### src/rtl/fp_pkg.sv
// Shared types and constants for the sequential floating-point add/sub datapath.
// Defaults match the half-precision-style 10-bit mantissa / 5-bit exponent configuration.
package fp_pkg;

    localparam int MANT_W_DEF = 10;
    localparam int EXP_W_DEF  = 5;
    localparam int GRS_W      = 3;

    typedef enum logic [2:0] {
        IDLE  = 3'd0,
        ALIGN = 3'd1,
        ADD   = 3'd2,
        NORM  = 3'd3,
        RND   = 3'd4,
        DONE  = 3'd5
    } state_t;

    // Every field of a cleared / zero result takes this value.
    localparam logic RES_ZERO = 1'b0;

endpackage

### src/rtl/fp_align_shifter.sv
// Right barrel shifter for operand alignment; bits shifted past the LSB are OR-ed into bit 0 (sticky).
// Combinational, zero latency; no flow control.
// Shift amounts of W or more leave only the sticky bit.
import fp_pkg::*;

module fp_align_shifter #(
    parameter int W    = MANT_W_DEF + GRS_W,
    parameter int SH_W = EXP_W_DEF
) (
    input  logic [W-1:0]    din,
    input  logic [SH_W-1:0] shamt,
    output logic [W-1:0]    dout
);

    logic [2*W-1:0] wide;

    always_comb begin
        wide    = {din, {W{1'b0}}} >> shamt;
        dout    = wide[2*W-1:W];
        dout[0] = dout[0] | (|wide[W-1:0]);
        if (int'(shamt) >= W) begin
            dout = {{(W-1){1'b0}}, |din};
        end
    end

endmodule

### src/rtl/fp_addsub_seq.sv
// Multi-cycle FP add/sub (swap, GRS align, add, iterative normalise); FP_ROUND_NEAREST_EN adds an RNE rounding state.
// Latency from capture: 4 cycles, +1 on carry, +k for k left shifts, +1 with rounding.
// One operation in flight: in_ready only while idle; the result is held until out_ready.
import fp_pkg::*;

module fp_addsub_seq #(
    parameter int MANT_W = MANT_W_DEF,
    parameter int EXP_W  = EXP_W_DEF
) (
    input  logic              clk,
    input  logic              rst,
    input  logic              in_valid,
    output logic              in_ready,
    input  logic              op,
    input  logic              a_sgn,
    input  logic [EXP_W-1:0]  a_exp,
    input  logic [MANT_W-1:0] a_man,
    input  logic              b_sgn,
    input  logic [EXP_W-1:0]  b_exp,
    input  logic [MANT_W-1:0] b_man,
    output logic              out_valid,
    input  logic              out_ready,
    output logic              r_sgn,
    output logic [EXP_W-1:0]  r_exp,
    output logic [MANT_W-1:0] r_man,
    output logic              ovf,
    output logic              uf
);

    localparam int EW = MANT_W + GRS_W;
    localparam int SW = EW + 1;

    typedef struct packed {
        logic              sgn;
        logic [EXP_W-1:0]  exp;
        logic [MANT_W-1:0] man;
    } opnd_t;

    typedef struct packed {
        logic              sgn;
        logic [EXP_W-1:0]  exp;
        logic [MANT_W-1:0] man;
        logic              ovf;
        logic              uf;
    } res_t;

    localparam res_t RES_CLR = res_t'({$bits(res_t){RES_ZERO}});

    state_t        state_q, state_d;
    opnd_t         a_q, b_q, big_q;
    logic          sml_sgn_q;
    logic [EW-1:0] sml_ext_q;
    logic [SW-1:0] sum_q;
    logic          sgn_q;
    logic [EXP_W-1:0] exp_q;
    res_t          res_q;

    // Magnitude compare: exponent first, then mantissa; ties keep A on top.
    logic             a_big;
    opnd_t            big_c, sml_c;
    logic [EXP_W-1:0] diff;
    logic [EW-1:0]    sml_sh;

    always_comb begin
        a_big = (a_q.exp > b_q.exp) || ((a_q.exp == b_q.exp) && (a_q.man >= b_q.man));
        big_c = a_big ? a_q : b_q;
        sml_c = a_big ? b_q : a_q;
        diff  = big_c.exp - sml_c.exp;
    end

    fp_align_shifter #(.W(EW), .SH_W(EXP_W)) u_align (
        .din   ({sml_c.man, {GRS_W{1'b0}}}),
        .shamt (diff),
        .dout  (sml_sh)
    );

    logic sum_zero, sum_carry, sum_msb, exp_max, exp_gt1, norm_ok;
    res_t res_sat, res_flush, res_norm;

    always_comb begin
        sum_zero  = (sum_q == '0);
        sum_carry = sum_q[SW-1];
        sum_msb   = sum_q[SW-2];
        exp_max   = &exp_q;
        exp_gt1   = exp_q > EXP_W'(1);
        norm_ok   = !sum_zero && !sum_carry && sum_msb;

        res_sat       = RES_CLR;
        res_sat.sgn   = sgn_q;
        res_sat.exp   = '1;
        res_sat.man   = '1;
        res_sat.ovf   = 1'b1;

        res_flush     = RES_CLR;
        res_flush.sgn = sgn_q;
        res_flush.uf  = 1'b1;

        res_norm      = RES_CLR;
        res_norm.sgn  = sgn_q;
        res_norm.exp  = exp_q;
        res_norm.man  = sum_q[SW-2:GRS_W];
    end

`ifdef FP_ROUND_NEAREST_EN
    logic              rnd_inc;
    logic [MANT_W:0]   rnd_man;
    res_t              res_rnd;

    always_comb begin
        rnd_inc     = sum_q[2] & (sum_q[1] | sum_q[0] | sum_q[3]);
        rnd_man     = {1'b0, sum_q[SW-2:GRS_W]} + {{MANT_W{1'b0}}, rnd_inc};
        res_rnd     = res_norm;
        res_rnd.man = rnd_man[MANT_W-1:0];
        if (rnd_man[MANT_W]) begin
            if (exp_max) begin
                res_rnd = res_sat;
            end else begin
                res_rnd.exp = exp_q + EXP_W'(1);
                res_rnd.man = {1'b1, {(MANT_W-1){1'b0}}};
            end
        end
    end
`endif

    always_ff @(posedge clk or posedge rst) begin
        if (rst) state_q <= IDLE;
        else     state_q <= state_d;
    end

    always_comb begin
        state_d   = state_q;
        in_ready  = 1'b0;
        out_valid = 1'b0;
        case (state_q)
            IDLE: begin
                in_ready = 1'b1;
                if (in_valid) state_d = ALIGN;
            end
            ALIGN: state_d = ADD;
            ADD:   state_d = NORM;
            NORM: begin
                if (sum_zero || (sum_carry && exp_max) || (!sum_carry && !sum_msb && !exp_gt1)) begin
                    state_d = DONE;
                end else if (norm_ok) begin
`ifdef FP_ROUND_NEAREST_EN
                    state_d = RND;
`else
                    state_d = DONE;
`endif
                end
            end
`ifdef FP_ROUND_NEAREST_EN
            RND: state_d = DONE;
`endif
            DONE: begin
                out_valid = 1'b1;
                if (out_ready) state_d = IDLE;
            end
            default: state_d = IDLE;
        endcase
    end

    always_ff @(posedge clk or posedge rst) begin
        if (rst) begin
            a_q       <= '0;
            b_q       <= '0;
            big_q     <= '0;
            sml_sgn_q <= 1'b0;
            sml_ext_q <= '0;
            sum_q     <= '0;
            sgn_q     <= 1'b0;
            exp_q     <= '0;
            res_q     <= RES_CLR;
        end else begin
            case (state_q)
                IDLE: if (in_valid) begin
                    a_q <= {a_sgn, a_exp, a_man};
                    b_q <= {b_sgn ^ op, b_exp, b_man};
                end
                ALIGN: begin
                    big_q     <= big_c;
                    sml_sgn_q <= sml_c.sgn;
                    sml_ext_q <= sml_sh;
                end
                ADD: begin
                    sgn_q <= big_q.sgn;
                    exp_q <= big_q.exp;
                    if (big_q.sgn != sml_sgn_q)
                        sum_q <= {1'b0, big_q.man, {GRS_W{1'b0}}} - {1'b0, sml_ext_q};
                    else
                        sum_q <= {1'b0, big_q.man, {GRS_W{1'b0}}} + {1'b0, sml_ext_q};
                end
                NORM: begin
                    if (sum_zero) begin
                        res_q <= RES_CLR;
                    end else if (sum_carry) begin
                        if (exp_max) begin
                            res_q <= res_sat;
                        end else begin
                            sum_q <= {1'b0, sum_q[SW-1:2], |sum_q[1:0]};
                            exp_q <= exp_q + EXP_W'(1);
                        end
                    end else if (!sum_msb) begin
                        if (exp_gt1) begin
                            sum_q <= sum_q << 1;
                            exp_q <= exp_q - EXP_W'(1);
                        end else begin
                            res_q <= res_flush;
                        end
                    end
`ifndef FP_ROUND_NEAREST_EN
                    else begin
                        res_q <= res_norm;
                    end
`endif
                end
`ifdef FP_ROUND_NEAREST_EN
                RND: res_q <= res_rnd;
`endif
                default: ;
            endcase
        end
    end

    assign r_sgn = res_q.sgn;
    assign r_exp = res_q.exp;
    assign r_man = res_q.man;
    assign ovf   = res_q.ovf;
    assign uf    = res_q.uf;

endmodule

### config.mk
export PLATFORM = sky130hd
export DESIGN_NAME = fp_addsub_seq
export DESIGN_NICKNAME = d
export VERILOG_FILES = /design/src/rtl/fp_pkg.sv /design/src/rtl/fp_align_shifter.sv /design/src/rtl/fp_addsub_seq.sv
export SDC_FILE = /design/constraint.sdc
export NUM_CORES = 1
export LEC_CHECK = 0
export ABC_AREA = 1
export BUFFER_PORTS_ARGS = -buffer_cell sky130_fd_sc_hd__buf_2
export CAP_MARGIN = 15
export CORE_MARGIN = 2
export CORE_UTILIZATION = 35
export CTS_BUF_LIST = sky130_fd_sc_hd__clkbuf_8
export CTS_CLUSTER_DIAMETER = 150
export DETAILED_ROUTE_END_ITERATION = 10
export GPL_TIMING_DRIVEN = 0
export PLACE_DENSITY_LB_ADDON = 0.2
export SLEW_MARGIN = 30
export SYNTH_ARGS = -nofsm -noshare
export SYNTH_HDL_FRONTEND = slang
export SYNTH_SLANG_ARGS = --single-unit
### constraint.sdc
create_clock -name clk -period 7.33 [get_ports clk]
set_input_delay 1.466 -clock clk [delete_from_list [all_inputs] [get_ports clk]]
set_output_delay 1.466 -clock clk [all_outputs]
set_load 0.05 [all_outputs]
==> flow_metrics.tcl <==
set metrics [dict create \
    clockBufferDepth 2 \
    overflow 0 \
    grt_use_total 0.186 \
    yosys.cell_count.top_type "nand2_1" \
    cpMostUsedCell "nand2_1" \
    maxCapViolations 0 \
    clock_latency_ns 0.39 \
    worstSetupStartpoint "b_q[12]$_DFFE_PP0P_" \
    clockRootBuffer "clkbuf_8" \
    cts_resized 0 \
    num_vias 6131 \
    worst-path-stages 24 \
    grt_pass1_vias 6134 \
    cts_made_buffers 9 \
    grt_max_degree 57 \
    arrival_ns 3.96 \
    startpoint_type "register" \
    critical_path_class "reg2reg" \
    synth_edf_count 0 \
    clock-sinks 103 \
    ys_top_cells_by_area "dfrtp_1 38%, nand2_1 15%, o21ai_0 8.3%" \
    antenna_found_initial 0 \
    ys.flop_type "dfrtp_1" \
    wire_per_inst_microns 13.9 \
    synth.distinct_cells 41 \
    netlist_area_sq_um 6750 \
    cts_tree "yes" \
    die_h_microns 143 \
    min-delay-start "r_man[9]$_DFFE_PP0P_" \
    first_pass_iters 5 \
    finalSetupViolations 0 \
    setup-tns-final_ns 0 \
    area_growth_pct 12.6 \
    max_freq_mhz 272 \
    num_io_pins 57 \
    drc 0 \
    dp_hpwl_microns 14000 \
    reg2reg_depth 24 \
    cp_data_required_time_ns 7.62 \
    synthTopCellsByCount "266 x nand2_1, 112 x o21ai_0, 104 x inv_1" \
    tightestPinTransition_ns 0.655 \
    crit_chain "inv_1, ha_1, nand2_1, inv_2, nand4_2, nand4_2, nand2_4, buf_8, o21ai_2, o21ai_2, ha_1, inv_1, clkbuf_1, nand3_1, nand2_1, nand2_1, nand2_1, nand2_1, nor2_1, nand3_1, nand2_1, nand2_1, nand2_1, nand2_1" \
    worstSetupEndpointType "register" \
    fin_crit_sh 0.502 \
    syn-num-nets 1022 \
    worst_slack_ns 3.65 \
    ctsHoldBuffers 0 \
    drtIter0Drc 243 \
    post_cts_buffers 0 \
    n_antenna_cell 0 \
    finalMaxSlewViolations 0 \
    crit_slowest_cell "ha_1" \
    grt_first_pass_wirelength_microns 30300 \
    cts.clk_slew.worst_paths_ns 0.10 \
    gp_congestion 0.906 \
    h-tree-depth 3 \
    ys_warn_count 0 \
    yosysTopAreaCell "dfrtp_1" \
    path_buf_inv 5 \
    synth_top_area_frac 0.382 \
    reg2reg_slack_ns 3.65 \
    port_buffers 56 \
    die_w_microns 143 \
    start_util 0.359 \
    status "finished, final reports clean" \
    finalHoldViolCount 0 \
    critPathMaxStageDelay_ns 0.40 \
    ys_seq_area_frac 0.382 \
    layout-drive-gt1-share 0.102 \
    period_needed_ns 3.68 \
    layout.nets 1090 \
    cp_max_fo 10 \
    drtAntennaViolNets 0 \
    fin_skew_ns 0.00872 \
    hp-class "reg2reg" \
    core_area_sq_um 18800 \
    rows 50 \
    pre_cts_slack_ns 3.67 \
    reg2reg_from "b_q[12]$_DFFE_PP0P_" \
    synth_cells 943 \
    dieArea_sq_um 20400 \
    finalWirelength_microns 17800 \
    ys_ff_latch 103 \
    crit_end "sml_ext_q[0]$_DFFE_PP0P_" \
    syn_area_per_cell_sq_um 7.16 \
    cp_top_family "simple AND/OR/NAND/NOR gates" \
    slew_headroom 0.563 \
    via_per_inst 4.80 \
    grt_setup_unrepaired "no" \
    r2r-end "sml_ext_q[0]$_DFFE_PP0P_" \
    async_reset_ff_frac 1.00 \
]
-- cells in the final DEF (no fill, tap or decap), types with 6 or more instances in the layout --
| master | netlist | final |
|---|---|---|
| o21ai_1 | 8 | 8 |
| nor2_1 | 53 | 53 |
| o21bai_1 | 6 | 6 |
| ha_1 | 41 | 41 |
| nand2_2 | 9 | 9 |
| a21oi_1 | 57 | 57 |
| o21ai_0 | 112 | 112 |
| a22oi_1 | 6 | 6 |
| buf_2 | 3 | 59 |
| xor2_1 | 8 | 8 |
| clkbuf_1 | 29 | 29 |
| nand2_1 | 266 | 266 |
| nand3_1 | 78 | 78 |
| o22ai_1 | 6 | 6 |
| clkbuf_8 | 0 | 9 |
| a31oi_1 | 11 | 11 |
| inv_1 | 104 | 103 |
| dfrtp_1 | 103 | 103 |
-- state kept, by name, indices dropped and copies added (netlist names), 3 cells and up --
name / count
exp_q: 5
a_q: 16
sum_q: 14
big_q: 16
sml_ext_q: 13
r_exp: 5
r_man: 10
b_q: 16
state_q: 3
-- worst reg2reg max path, stage by stage, from the launching register on --
cell,delay [ns]
dfrtp_1,0.39
inv_1,0.08
ha_1,0.40
nand2_1,0.10
inv_2,0.07
nand4_2,0.11
nand4_2,0.20
nand2_4,0.10
buf_8,0.16
o21ai_2,0.18
o21ai_2,0.10
ha_1,0.33
inv_1,0.11
clkbuf_1,0.39
nand3_1,0.14
nand2_1,0.11
nand2_1,0.09
nand2_1,0.07
nand2_1,0.05
nor2_1,0.12
nand3_1,0.08
nand2_1,0.06
nand2_1,0.05
nand2_1,0.05
nand2_1,0.05
-- routing by layer --
layer | up-vias | track usage | share of wire
met5 | - | 0 | 0
met1 | 2770 | 0.241 | 0.49
met2 | 103 | 0.322 | 0.47
met3 | 27 | 0.0285 | 0.025
met4 | 0 | 0.0532 | 0.019
li1 | 3231 | - | -
-- per-stage QoR --
| step | util | std cells | area (sq um) | hold WS, ns |
|---|---|---|---|---|
| floorplan | - | 943 | 6750 | 0.449 |
| global placement | 0.391 | 1259 | 7360 | 0.453 |
| detailed placement | 0.392 | 1260 | 7390 | 0.456 |
| CTS | 0.404 | 1276 | 7600 | 0.482 |
| global route | 0.404 | 1276 | 7600 | 0.506 |
| finish | 0.404 | 1276 | 7600 | 0.480 |
-- cells by family after synthesis --
logic type / share of synthesized area
compound gates: 0.171
fa+ha+maj: 0.0789
xor+xnor: 0.0156
buf+inv: 0.0865
simple gates: 0.265
flops: 0.382
mux: 0.00148
-- how the worst min path moves through the flow --
stage / to / slack, ns / cells past startpoint
after floorplan: big_q[14]$_DFFE_PP0P_ / 0.45 / 2
after global placement: r_man[9]$_DFFE_PP0P_ / 0.45 / 2
after detailed placement: r_man[9]$_DFFE_PP0P_ / 0.46 / 2
after CTS: r_man[9]$_DFFE_PP0P_ / 0.48 / 2
after global routing: r_man[9]$_DFFE_PP0P_ / 0.51 / 2
final: r_man[9]$_DFFE_PP0P_ / 0.48 / 2
-- area by class of cell --
cell class	count	area (sq um)
fillers	2038	11200
multi-input cells	695	3590
flip-flops and latches	103	2580
inverters	108	412
well taps	260	325
repair buffers	57	308
plain buffers	37	178
clock buffers	9	124
clock inverters	7	87.6
Power is not shown: default switching activity piles up to over one toggle a cycle in this logic, so the estimate is an artifact.
